[config.mk]
export PLATFORM = sky130hd
export DESIGN_NAME = string_streamer
export DESIGN_NICKNAME = d
export VERILOG_FILES = /design/src/rtl/string_streamer.sv
export SDC_FILE = /design/constraint.sdc
export NUM_CORES = 1
export LEC_CHECK = 0
export ABC_AREA = 1
export BUFFER_PORTS_ARGS = -buffer_cell sky130_fd_sc_hd__buf_2
export CORE_MARGIN = 2
export CORE_UTILIZATION = 35
export DETAILED_ROUTE_END_ITERATION = 10
export GPL_TIMING_DRIVEN = 0
export PLACE_DENSITY = 0.52
export SYNTH_ARGS = -nofsm -noshare
export SYNTH_HDL_FRONTEND = slang
export SYNTH_SLANG_ARGS = --single-unit
[constraint.sdc]
create_clock -name clk -period 2.37 [get_ports clk]
set_input_delay 0.474 -clock clk [delete_from_list [all_inputs] [get_ports clk]]
set_output_delay 0.474 -clock clk [all_outputs]
set_load 0.05 [all_outputs]
[src/rtl/string_streamer.sv]
// -----------------------------------------------------------------------------
// string_streamer
//
// Purpose:
//   Locates string N in a NUL-separated string ROM by counting terminators from
//   address 0, then streams that string's characters (with 0-based column
//   index) over a valid/ready handshake. A string that cannot be located before
//   the last valid ROM address is reported with err, raised together with done.
//
// Optional feature (macro STRSTREAM_PAD_EN):
//   When defined, a string that ends on its NUL before MAX_LEN characters is
//   padded with spaces (8'h20) up to MAX_LEN columns. Truncated strings, strings
//   that run into the end of the ROM and not-found strings are never padded.
//   When undefined, streaming simply stops at the NUL.
//
// Ports:
//   clk        in   system clock, all state on rising edge
//   rst_n      in   asynchronous active-low reset
//   start      in   request pulse, sampled only in IDLE
//   str_id     in   [ID_W]   string index, captured with start
//   rom_addr   out  [ADDR_W] registered address to the external ROM
//   rom_value  in   [DATA_W] ROM data for rom_addr, same cycle
//   char_valid out  char_data/char_col valid
//   char_ready in   renderer accepts character
//   char_data  out  [DATA_W] character (0 when not valid)
//   char_col   out  [LEN_W]  column of char_data (0 when not valid)
//   busy       out  high in any state other than IDLE
//   done       out  one-cycle pulse at end of request
//   err        out  registered; set with done when string not found,
//                   cleared on the next accepted start
// -----------------------------------------------------------------------------
module string_streamer #(
   parameter int ADDR_W    = 11,
   parameter int DATA_W    = 8,
   parameter int ROM_DEPTH = 2048,
   parameter int ID_W      = 4,
   parameter int LEN_W     = 5,
   parameter int MAX_LEN   = 16
) (
   input  logic              clk,
   input  logic              rst_n,
   input  logic              start,
   input  logic [ID_W-1:0]   str_id,
   output logic [ADDR_W-1:0] rom_addr,
   input  logic [DATA_W-1:0] rom_value,
   output logic              char_valid,
   input  logic              char_ready,
   output logic [DATA_W-1:0] char_data,
   output logic [LEN_W-1:0]  char_col,
   output logic              busy,
   output logic              done,
   output logic              err
);

   typedef enum logic [1:0] {
      IDLE = 2'd0,
      SEEK = 2'd1,
      EMIT = 2'd2,
      FIN  = 2'd3
   } state_t;

   localparam logic [ADDR_W-1:0] LAST_ADDR = ADDR_W'(ROM_DEPTH - 1);
   localparam logic [LEN_W-1:0]  LEN_MAX   = LEN_W'(MAX_LEN);
   localparam logic [ID_W-1:0]   ONE_ID    = ID_W'(1);

   state_t              state_q, state_d;
   logic [ADDR_W-1:0]   addr_q,  addr_d;
   logic [LEN_W-1:0]    len_q,   len_d;
   logic [ID_W-1:0]     skip_q,  skip_d;
   logic                err_q,   err_d;
   // Set when the address has stepped past the last valid ROM location. The
   // address itself may wrap (ROM_DEPTH == 2**ADDR_W), so it cannot be
   // compared against ROM_DEPTH-1 after the increment.
   logic                past_q,  past_d;

   logic                rom_nul;
   assign rom_nul = (rom_value == '0);

   // --------------------------------------------------------------------------
   // State register
   // --------------------------------------------------------------------------
   always_ff @(posedge clk or negedge rst_n) begin
      if (!rst_n) begin
         state_q <= IDLE;
         addr_q  <= '0;
         len_q   <= '0;
         skip_q  <= '0;
         err_q   <= 1'b0;
         past_q  <= 1'b0;
      end else begin
         state_q <= state_d;
         addr_q  <= addr_d;
         len_q   <= len_d;
         skip_q  <= skip_d;
         err_q   <= err_d;
         past_q  <= past_d;
      end
   end

   // --------------------------------------------------------------------------
   // Next-state and output logic
   // --------------------------------------------------------------------------
   always_comb begin
      state_d    = state_q;
      addr_d     = addr_q;
      len_d      = len_q;
      skip_d     = skip_q;
      err_d      = err_q;
      past_d     = past_q;
      char_valid = 1'b0;
      char_data  = '0;
      char_col   = '0;

      case (state_q)
         IDLE: begin
            if (start) begin
               addr_d  = '0;
               len_d   = '0;
               err_d   = 1'b0;
               past_d  = 1'b0;
               skip_d  = str_id;
               state_d = (str_id == '0) ? EMIT : SEEK;
            end
         end

         SEEK: begin
            // skip counts the terminators still to pass; the one that brings
            // it to zero is the NUL just before the wanted string.
            addr_d = addr_q + ADDR_W'(1);
            past_d = (addr_q == LAST_ADDR);
            if (rom_nul && skip_q == ONE_ID) begin
               state_d = EMIT;
            end else begin
               if (rom_nul) begin
                  skip_d = skip_q - ONE_ID;
               end
               if (addr_q == LAST_ADDR) begin
                  err_d   = 1'b1;
                  state_d = FIN;
               end
            end
         end

         EMIT: begin
            if (past_q || len_q == LEN_MAX) begin
               state_d = FIN;
            end else if (rom_nul) begin
`ifdef STRSTREAM_PAD_EN
               // Pad sub-mode: the address stays parked on the NUL, so
               // rom_value keeps reading 0 until the field is full.
               char_valid = 1'b1;
               char_data  = DATA_W'(8'h20);
               char_col   = len_q;
               if (char_ready) begin
                  len_d = len_q + LEN_W'(1);
               end
`else
               state_d = FIN;
`endif
            end else begin
               char_valid = 1'b1;
               char_data  = rom_value;
               char_col   = len_q;
               if (char_ready) begin
                  addr_d = addr_q + ADDR_W'(1);
                  len_d  = len_q + LEN_W'(1);
                  past_d = (addr_q == LAST_ADDR);
               end
            end
         end

         FIN: begin
            state_d = IDLE;
         end

         default: begin
            state_d = IDLE;
         end
      endcase
   end

   assign rom_addr = addr_q;
   assign busy     = (state_q != IDLE);
   assign done     = (state_q == FIN);
   assign err      = err_q;

endmodule

==> results.py <==
metrics = {
    "worst_setup_path": {
        "crit_path_start": "len_q[0]",
        "endpoint": "char_col[1]",
        "reg2reg_slack_ps": 630,
        "path_max_fanout": 5,
        "critPathKind": "flop to output port",
        "ff2ff_path_depth": 9,
        "r2r_end": "rom_addr[2]",
        "cp.required_ps": 1900,
        "arrival_ps": 1770,
        "cp-end-kind": "output port",
        "start_kind": "flop",
        "r2r-start": "state_q[1]",
    },
    "min_path": {
        "hold_path_class": "input port to async pin",
    },
    "yosys": {
        "synth_cells": 252,
        "syn_avg_cell_area_um2": 7.06,
        "synth_area_um2": 1780,
        "synth.distinct_cells": 28,
        "yosysWarnings": 0,
        "ys_seq_area_frac": 0.338,
        "ys_ff_latch": 24,
        "syn-num-nets": 278,
    },
    "job": {
        "cap_viol_max_count": 0,
    },
    "placement": {
        "port_buffers": 43,
        "placed_cell_area_um2": 2120,
        "dpl.hpwl_um": 2970,
        "gp_congestion": 0.815,
        "dp_slack_ps": 115,
    },
    "global_routing": {
        "antenna_found_initial": 0,
        "grt_max_degree": 25,
        "track_usage": 0.155,
        "grt_first_pass_wirelength_um": 6830,
        "grt_pass1_vias": 1479,
        "grt-ovfl-total": 0,
    },
    "routing": {
        "vias": 1683,
        "drt-vias-per-instance": 4.50,
        "drt_wl_total_um": 4020,
        "ant_nets": 0,
        "wl_per_cell_um": 10.7,
        "drc_errors": 0,
        "firstDrtPassIters": 4,
        "drtIter0Drc": 56,
    },
    "pwr": {
        "peakVddDrop_v": 0.000563,
        "power_density_nw_per_um2": 1070,
        "leakagePower_uw": 0.00120,
        "p_seq_frac": 0.242,
        "internal_power_uw": 1150,
        "switching_share": 0.533,
        "combPwrFrac": 0.658,
        "pwr-share-clk": 0.100,
        "power.total_uw": 2460,
        "p_sw_uw": 1310,
    },
    "floorplanning": {
        "io_pins": 44,
        "die_h_um": 75.3,
        "die-area_um2": 5670,
        "fp-row-count": 25,
        "core_area_um2": 4820,
        "die_width_um": 75.3,
        "start_util": 0.369,
    },
    "sta": {
        "max_clock_freq_mhz": 446,
        "hold_viol_final": 0,
        "setup_viol": 0,
        "drv_slew": 0,
        "post-route-period-util": 0.947,
        "worst_pin_slew_ps": 595,
        "holdWs_ps": 204,
        "skew_ps": 1.56,
        "tns_ps": 0,
        "layout_min_cycle_time_ps": 2240,
        "fin_ws_ps": 126,
        "relSlewSlack": 0.603,
    },
    "cells_and_area": {
        "antenna_cells": 0,
        "design_area_um2": 2300,
        "area_growth_pct": 29.5,
        "final_layout_size_suffix_gt1_frac": 0.339,
        "final_nets": 335,
        "n_fill_cell": 523,
        "seqCellArea_um2": 602,
        "multi_input_area_um2": 1080,
    },
    "clocking": {
        "path_clk_slew_ps": 80,
        "htree_levels": 1,
        "clock_sinks": 24,
        "cts_tree": "done",
        "cts_made_buffers": 3,
        "clk_latency_ps": 270,
        "clockRootBuffer": "clkbuf_8",
        "clock_tree.buffer_depth": 2,
    },
    "outcome": {
        "status": "finished, final reports clean",
    },
}
-- critical path, stage by stage, from the launching register on --
cell and delay, ps:
dfrtp_1 370, inv_2 60, ha_4 150, nand2_1 50, inv_1 40, nand2_2 80
nand3_4 80, nor2_4 120, clkinvlp_4 230, nor2_4 160, buf_6 160
-- routing by layer --
metal / wire [um] / GRT usage
met4: 46 / 0.0409
met2: 1770 / 0.243
met5: 0 / 0
met1: 2030 / 0.225
met3: 167 / 0.0212
-- logic make-up after synthesis --
family	share of synthesized area
AND/OR/NAND/NOR	0.395
buffers and inverters	0.0978
flip-flops	0.338
AO/OA/AOI/OAI	0.0598
adder cells (fa/ha/maj)	0.0703
XOR/XNOR	0.0394
-- cells in the final DEF, fill, tap and decap left out, types with 3 or more instances in the layout --
cell and n:
a21oi_1 5, buf_2 38, buf_4 10, buf_6 6, clkbuf_8 3, dfrtp_1 23, ha_1 8, inv_1 28
inv_2 6, nand2_1 71, nand2_2 18, nand3_1 12, nand3_2 3, nor2_1 26, nor2_2 3, nor2_4 8
o21ai_0 6, o21ai_1 7, xor2_1 6
-- cell type report --
class                   instances  share of cell area
flip-flops and latches         24               0.261
multi-input cells             189               0.471
well taps                      67              0.0364
plain buffers                   4              0.0185
clock buffers                   3              0.0179
inverters                      35              0.0587
repair buffers                 52               0.136
-- cell usage after synthesis --
master / number / area, um2
buf_6: 1 / 11.3
xnor2_1: 2 / 17.5
dfrtp_1: 24 / 601
buf_12: 1 / 20.0
nand4_1: 1 / 6.26
nor3b_1: 2 / 15.0
nand3_2: 4 / 40.0
o31ai_1: 1 / 7.51
inv_2: 3 / 11.3
nor2_4: 2 / 22.5
ha_1: 10 / 125
nand3b_1: 2 / 15.0
nand2_1: 72 / 270
nand3_1: 12 / 60.1
nor2_2: 3 / 18.8
o21ai_2: 1 / 8.76
clkbuf_1: 1 / 3.75
inv_1: 32 / 120
buf_4: 1 / 7.51
nor2_1: 32 / 120
o21ai_0: 6 / 30.0
or2_2: 1 / 6.26
a21oi_1: 5 / 25.0
nand4_2: 1 / 12.5
nor3_1: 2 / 10.0
nand2_2: 17 / 106
xor2_1: 6 / 52.6
o21ai_1: 7 / 35.0
-- repair_timing --
item,in CTS,in global routing
setup buffers,3,6
hold buffers,0,0
pin swaps,2,3
endpoints found under the setup margin,5,5
endpoints found under the hold margin,0,0
gates resized for setup,16,5
-- how the worst min path moves through the flow --
stage,cells after the start,from,end
floorplan,0,rst_n,err
global route,1,rst_n,state_q[1]
global placement,2,past_q,past_q
finish,1,rst_n,state_q[1]
detailed placement,2,past_q,past_q
CTS,1,rst_n,err
-- stage by stage --
| step | util | std cells |
|---|---|---|
| 2_1_floorplan | - | 252 |
| 3_3_place_gp | 0.441 | 362 |
| 3_5_place_dp | 0.441 | 362 |
| 4_1_cts | 0.464 | 368 |
| 5_1_grt | 0.478 | 374 |
| 6_report | 0.478 | 374 |
-- sequential cells by signal, summed over array words and instances, names as in the netlist --
name / flops
rom_addr: 11
len_q: 5
skip_q: 4
state_q: 2
err: 1
past_q: 1
-- power by group through the flow --
stage / sequential [uW] / combinational, uW / clock (uW)
global placement: 599 / 1500 / 0
CTS: 592 / 1570 / 255
global route: 609 / 1800 / 272
floorplan: 646 / 1130 / 0
detailed placement: 598 / 1500 / 0
finish: 594 / 1620 / 246
No activity file was read; power rests on OpenSTA's default activity.
